## config.mk

```make
export PLATFORM = sky130hd
export DESIGN_NAME = noc_output_scheduler
export DESIGN_NICKNAME = d
export VERILOG_FILES = /design/src/rtl/noc_output_scheduler.sv
export SDC_FILE = /design/constraint.sdc
export NUM_CORES = 1
export LEC_CHECK = 0
export BUFFER_PORTS_ARGS = -buffer_cell sky130_fd_sc_hd__buf_2
export CORE_AREA = 2 2 109 85
export CTS_BUF_LIST = sky130_fd_sc_hd__clkbuf_2
export DETAILED_ROUTE_END_ITERATION = 6
export DIE_AREA = 0 0 111 87
export HOLD_SLACK_MARGIN = 0.06
export MAX_ROUTING_LAYER = met4
export PLACE_DENSITY = 0.6
export SYNTH_ARGS = -nofsm -noshare
export SYNTH_HDL_FRONTEND = slang
export SYNTH_SLANG_ARGS = --single-unit
```

## constraint.sdc

```tcl
create_clock -name clk -period 9.8 [get_ports clk]
set_clock_uncertainty 0.05 [all_clocks]
set_input_delay 0.49 -clock clk [delete_from_list [all_inputs] [get_ports clk]]
set_output_delay 0.49 -clock clk [all_outputs]
set_load 0.005 [all_outputs]
```

## src/rtl/noc_output_scheduler.sv

```systemverilog
// noc_output_scheduler: round-robin arbiter feeding a one-flit registered output stage with a saturating contention counter
module noc_output_scheduler #(
    parameter int NUM_IN = 5,
    parameter int WIDTH  = 11,
    parameter int SELW   = $clog2(NUM_IN),
    parameter int CNTW   = 16
) (
    input  logic                    clk,
    input  logic                    reset,
    input  logic [NUM_IN-1:0]       in_valid,
    input  logic [NUM_IN*WIDTH-1:0] in_data,
    output logic [NUM_IN-1:0]       in_ready,
    output logic                    out_valid,
    output logic [WIDTH-1:0]        out_data,
    output logic [SELW-1:0]         out_sel,
    input  logic                    out_ready,
    output logic [CNTW-1:0]         contention_cnt
);
    localparam logic [SELW:0]   N_EXT = (SELW+1)'(NUM_IN);
    localparam logic [SELW-1:0] LAST  = SELW'(NUM_IN - 1);

    logic [SELW-1:0]     r_ptr;
    logic                r_valid;
    logic [WIDTH-1:0]    r_data;
    logic [SELW-1:0]     r_sel;
    logic [CNTW-1:0]     r_cnt;
    logic [2*NUM_IN-1:0] w_dbl;
    logic [NUM_IN-1:0]   w_rot;
    logic [SELW-1:0]     w_off;
    logic [SELW:0]       w_sum;
    logic [SELW-1:0]     w_win;
    logic [SELW-1:0]     w_nxt;
    logic                w_grant;
    logic                w_multi;

    assign w_dbl   = {in_valid, in_valid} >> r_ptr;
    assign w_rot   = w_dbl[NUM_IN-1:0];
    assign w_sum   = {1'b0, r_ptr} + {1'b0, w_off};
    assign w_win   = (w_sum >= N_EXT) ? SELW'(w_sum - N_EXT) : SELW'(w_sum);
    assign w_nxt   = (w_win == LAST) ? '0 : w_win + 1'b1;
    assign w_grant = (!r_valid || out_ready) && |in_valid && !reset;
    assign w_multi = |(in_valid & (in_valid - 1'b1));
    assign in_ready       = w_grant ? (NUM_IN'(1) << w_win) : '0;
    assign out_valid      = r_valid;
    assign out_data       = r_data;
    assign out_sel        = r_sel;
    assign contention_cnt = r_cnt;

    // Distance from ptr to the first valid requester in the rotated request vector.
    always_comb begin
        w_off = '0;
        for (int k = NUM_IN - 1; k >= 0; k--)
            if (w_rot[k]) w_off = SELW'(k);
    end

    // Output register load/drain, pointer advance on grant, saturating contention count.
    always_ff @(posedge clk) begin
        if (reset) begin
            r_ptr   <= '0;
            r_valid <= 1'b0;
            r_data  <= '0;
            r_sel   <= '0;
            r_cnt   <= '0;
        end else begin
            if (w_grant) begin
                r_valid <= 1'b1;
                r_data  <= in_data[w_win*WIDTH +: WIDTH];
                r_sel   <= w_win;
                r_ptr   <= w_nxt;
            end else if (out_ready) begin
                r_valid <= 1'b0;
            end
            if (w_grant && w_multi && !(&r_cnt)) r_cnt <= r_cnt + 1'b1;
        end
    end
endmodule

```

After elaboration in Yosys (flattened, before gate mapping)

Cells that the tools add are included.

Memories kept: 0
Bits in read-only memories: 0
Output and inout port bits: 36
Memory bits (writable): 0
Logic and storage cells: 39
Bits in latches: 0
Bits in registers: 34
Input port bits: 63

Reductions and logical operators: 12
Div/mod/pow operators: 0
Equal/unequal tests: 1
Multipliers: 1
Order comparisons: 1
Bitwise operators: 1
Shifts and indexed selects: 3
Multiplexer cells: 10
$add $sub $neg: 5

Operators with widths:

| cell                                                                                 | number |
|---|---|
| 55-bit by 8-bit variable part select with 11-bit output                              | 1 |
| 3-bit two-way mux                                                                    | 7 |
| 16-bit by 1-bit adder with 16-bit output (second input constant)                     | 1 |
| 16-bit AND reduction                                                                 | 1 |
| 5-bit OR reduction                                                                   | 2 |
| 10-bit by 3-bit right shift with 5-bit output                                        | 1 |
| 3-bit by 4-bit multiplier with 7-bit output (second input constant)                  | 1 |
| 5-bit bitwise AND                                                                    | 1 |
| 5-bit two-way mux                                                                    | 1 |
| 1-bit by 3-bit left shift with 5-bit output (first input constant)                   | 1 |
| 5-bit by 1-bit subtractor with 5-bit output (second input constant)                  | 1 |
| 3-bit by 3-bit adder with 4-bit output                                               | 1 |
| 4-bit by 3-bit greater-or-equal comparator with 1-bit output (second input constant) | 1 |
| 1-bit logical AND                                                                    | 4 |
| 3-bit by 1-bit adder with 3-bit output (second input constant)                       | 1 |
| 3-bit equality test (second input constant)                                          | 1 |
| 1-bit zero test                                                                      | 3 |
| 3-bit subtractor (second input constant)                                             | 1 |
| 1-bit two-way mux                                                                    | 2 |
| 2-bit nonzero test                                                                   | 1 |
| 1-bit logical OR                                                                     | 1 |

Longest topological paths before layout

Depth after elaboration: 11
Depth in mapped cells: 18
Mapped depth without buffers: 15

Least setup slack after synthesis

Ideal clock, no wire load.

Kind: register -> output
Start point: register r_ptr[1]
End point: output port in_ready[3]
Path slack: 5.453 ns
Buffers on the path: 3
Stages on the path, launching flop included: 19
Required time: 9.260 ns
Arrival: 3.807 ns
Cell sequence: dfxtp_1 > buf_2 > mux2i_1 > o21ai_0 > mux2_2 > a21oi_1 > o32ai_1 > ha_1 > fa_1 > inv_1 > ha_1 > and2b_2 > o211ai_2 > buf_6 > buf_12 > nand2_1 > o21ai_0 > ha_1 > and2_2

Word-level cells in the longest chain between the ends: 11
Elaborated cells between the ends (all ways): 12
Classes of those cells: add/sub (2); order compare (1); shift (2); mux (7)

Ends and longest elaborated chain:

| element                                                                                          | line | RTL |
|---|---|---|
| start, declared                                                                                  | 22   | `logic [SELW-1:0] r_ptr;` |
| start signal, assigned                                                                           | 69   | `r_ptr <= w_nxt;` |
| 10-bit by 3-bit right shift with 5-bit output                                                    | 36   | `assign w_dbl = {in_valid, in_valid} >> r_ptr;` |
| 3-bit two-way mux (5 in a row)                                                                   | 53   | `if (w_rot[k]) w_off = SELW'(k);` |
| 3-bit by 3-bit adder with 4-bit output (*)                                                       | 38   | `assign w_sum = {1'b0, r_ptr} + {1'b0, w_off};` |
| 4-bit by 3-bit greater-or-equal comparator with 1-bit output or 3-bit subtractor (tied branches) | 39   | `assign w_win = (w_sum >= N_EXT) ? SELW'(w_sum - N_EXT) : SELW'(w_sum);` |
| 3-bit two-way mux (*)                                                                            | 39   |  |
| 1-bit by 3-bit left shift with 5-bit output (*)                                                  | 43   | `assign in_ready = w_grant ? (NUM_IN'(1) << w_win) : '0;` |
| 5-bit two-way mux (*)                                                                            | 43   |  |
| end, declared                                                                                    | 12   | `output logic [NUM_IN-1:0] in_ready,` |

Mark *: on every way between the ends. The rest lies on a longest branch, timed or not.

Worst setup path in the final report

Start point: register r_ptr[1]
End point: output port in_ready[4]

The elaborated chain is that of the path after synthesis.

==> metrics.txt <==
uppermost layer routed met4; syn avg cell area 8.634 sq um; metal2 WL 3916 um; crit path launch type flip-flop; worst endpoint data arrival time 5230 ps; HP Class input pin to flip-flop; IR drop worst, VDD 0.2041 mV; DRC 0; post-synth top area share 0.2312; routed length per instance 15.48 um; worst-skew pair later-pin latency 410 ps; row cnt 30; Antenna Nets Post-Route 0; Initial Util 0.3395; RD Place Congestion 0.8011; DR pass1 iterations 4; Fmax achieved 0.1735 GHz; post-cts resize count 0; WL met1 3940 um; Sw Share 0.4964; clock power share 0.098; Slew HR 0.2866; maximum capacitance violations 0; detailed placement HPWL 6271 um; Slew Limit Fails 0; Yosys top cell by area dfxtp_1; internal cell power 653.8 uW; r2r startpoint r_ptr[1]$_SDFFE_PP0P_; DR vias 2979; Yosys cell types 67; Reg2Reg Depth 14; Crit path top cell by count ha_1; CP startpoint r_ptr[1]$_SDFFE_PP0P_; worst reg2reg path endpoint out_data[5]$_SDFFE_PP0P_; worst slack at placement 4525 ps; global route total overflow 0; Final Total Pwr 1.298 mW; layout cells sized above 1 0.3122; GRT Overall Usage 0.1695; number of synthesized flops with an enable pin 0; Comb power frac 0.747; endpoint class of the critical path output pin; mux cell area share after synthesis 0.1776; CP required 9260 ps; fin crit period 5765 ps; static leakage 1.468 nW; Post-Synth Adder-Cell Area 0.03995; worst setup path endpoint in_ready[4]; Hold Startpoint in_data[53]; post-synthesis sequential element count 34; Post-Syn Instances 341; vias in the first global route 2685; met3 wire len 356 um; commonest non-fill, non-tap cell in the layout buf_2; Root Driver clkbuf_2; Max Buffers Root-to-Sink 2; crit share post-route 0.5883; combinational family with the most area after synthesis simple AND/OR/NAND/NOR gates; Nets 496; die height 87 um; area growth from synthesis to final layout 19.04%; sequential share of power 0.155; die footprint 0.009657 sq mm; FFs w/ async S/R, synth 0; largest net degree at the start of global routing 40; r2r setup slk 4620 ps; net switching power 644.4 uW; final setup fails 0; Slew @ Worst Pin 1066 ps; RSZ-0062 raised after global routing no; Filler Cell Count 884; H-tree level count 2; xor and xnor area share after synthesis 0.01445; Core Area 0.008671 sq mm; PwrDens 370.4 mW/mm^2; first-pass GRT wire length 13020 um; Detailed Route WL 8326 um; Crit Path Class flip-flop to output pin; clock sink count 34; CTS tree yes; Post-Syn Area 0.002944 sq mm; ANT cells 0; Critical Path Slowest Stage Cell ha_1; hold buffers post-CTS 0; crit-path cells mux2i_1, o21ai_0, mux2_2, a21oi_1, o32ai_1, ha_1, fa_1, buf_4, inv_1, ha_1, nor2_1, mux2i_4, nor3_4, buf_2; setup TNS 0 ps; ranking of synthesized cells by area dfxtp_1, mux2i_1, nand2_1, a21oi_1, nor2_1; synthesized-area fraction occupied by ao, oa, aoi and oai cells 0.2265; Top FF cell, synth dfxtp_1; final hold vios 0; Simple-Gate Fraction of Synth Area 0.2354; # IOs 99; most frequent cells in the layout buf_2, mux2i_1, dfxtp_1; TritonCTS buffer count 5; slowest stage delay, CP 990 ps; syn nets 412; clock slew at reported path FFs 220 ps; antenna violations before repair 0; post-synthesis sequential area ratio 0.2312; Vias/cell 5.537; status finished, final reports clean; Setup WS post-layout 4035 ps; IO buf count 98; initial DRC count 173; Max FO, Critical Path 27; yosys warns 0; die width 111 um; Setup Buffers After CTS 0
==> area by class of cell <==
| class | count | area (sq um) | share of cell area |
|---|---|---|---|
| clock buffers | 5 | 25.02 | 0.007140 |
| clock inverters | 3 | 68.82 | 0.01964 |
| inverters | 9 | 33.78 | 0.009639 |
| multi-input cells | 274 | 2043 | 0.5830 |
| flip-flops and latches | 34 | 680.7 | 0.1942 |
| well taps | 112 | 140.1 | 0.03999 |
| repair buffers | 101 | 513.0 | 0.1464 |
==> worst min-delay path by stage <==
stage	cells after the start	endpoint	slack [ps]
floorplan	1	out_sel[2]$_SDFFE_PP0P_	400
global placement	1	out_sel[2]$_SDFFE_PP0P_	390
detailed placement	1	out_sel[2]$_SDFFE_PP0P_	390
CTS	2	out_data[9]$_SDFFE_PP0P_	210
global route	2	out_data[9]$_SDFFE_PP0P_	190
finish	2	out_data[9]$_SDFFE_PP0P_	240
==> metrics by stage <==
step / instances / util / hold WS (ps) / cell area (sq um)
final: 538 / 0.4042 / 238.0 / 3505
after global routing: 538 / 0.4042 / 189.4 / 3505
after CTS: 538 / 0.4042 / 208.6 / 3505
after detailed placement: 530 / 0.3934 / 389.7 / 3411
after global placement: 530 / 0.3934 / 388.1 / 3411
after floorplan: 341 / - / 401.1 / 2944
==> power by group through the flow <==
stage / clock network [mW] / logic [mW] / registers [mW]
after floorplan: 0 / 0.864 / 0.191
after global placement: 0 / 0.935 / 0.203
after detailed placement: 0 / 0.968 / 0.203
after CTS: 0.131 / 0.969 / 0.200
after global routing: 0.137 / 1.06 / 0.204
final: 0.128 / 0.970 / 0.201
==> worst max-delay path, delay by kind of cell, from the launching register on <==
| kind | cells | cell delay [ps] |
|---|---|---|
| AND/OR/NAND/NOR | 2 | 320 |
| multiplexers | 3 | 1060 |
| flip-flops | 1 | 680 |
| buffers and inverters | 3 | 670 |
| AO/OA/AOI/OAI | 3 | 360 |
| adder cells (fa/ha/maj) | 3 | 1720 |
==> cells in the mapped netlist (7+ instances only) <==
| master | count |
|---|---|
| a21oi_1 | 20 |
| dfxtp_1 | 34 |
| ha_1 | 7 |
| inv_1 | 8 |
| mux2i_1 | 38 |
| nand2_1 | 30 |
| nand3_1 | 11 |
| nor2_1 | 25 |
| nor4_1 | 11 |
| o21ai_0 | 8 |
| o31ai_1 | 12 |
| or3_1 | 11 |
==> routing by layer <==
layer  track usage  vias up
li1              -     1490
met1        0.2205     1401
met2        0.2722       75
met3       0.03340       13
met4       0.04545        0
met5             -        -
==> cell families (layout without fill, tap and decap cells) <==
logic type,after synthesis,after routing
AND/OR/NAND/NOR,126,126
AO/OA/AOI/OAI,88,88
multiplexers,47,47
flip-flops,34,34
buffers and inverters,33,118
adder cells (fa/ha/maj),9,9
XOR/XNOR,4,4
==> sequential cells by signal, indices dropped and copies added (netlist names) <==
name            count
contention_cnt     16
out_valid           1
out_sel             3
out_data           11
r_ptr               3
No activity file was read; power rests on OpenSTA's default activity.
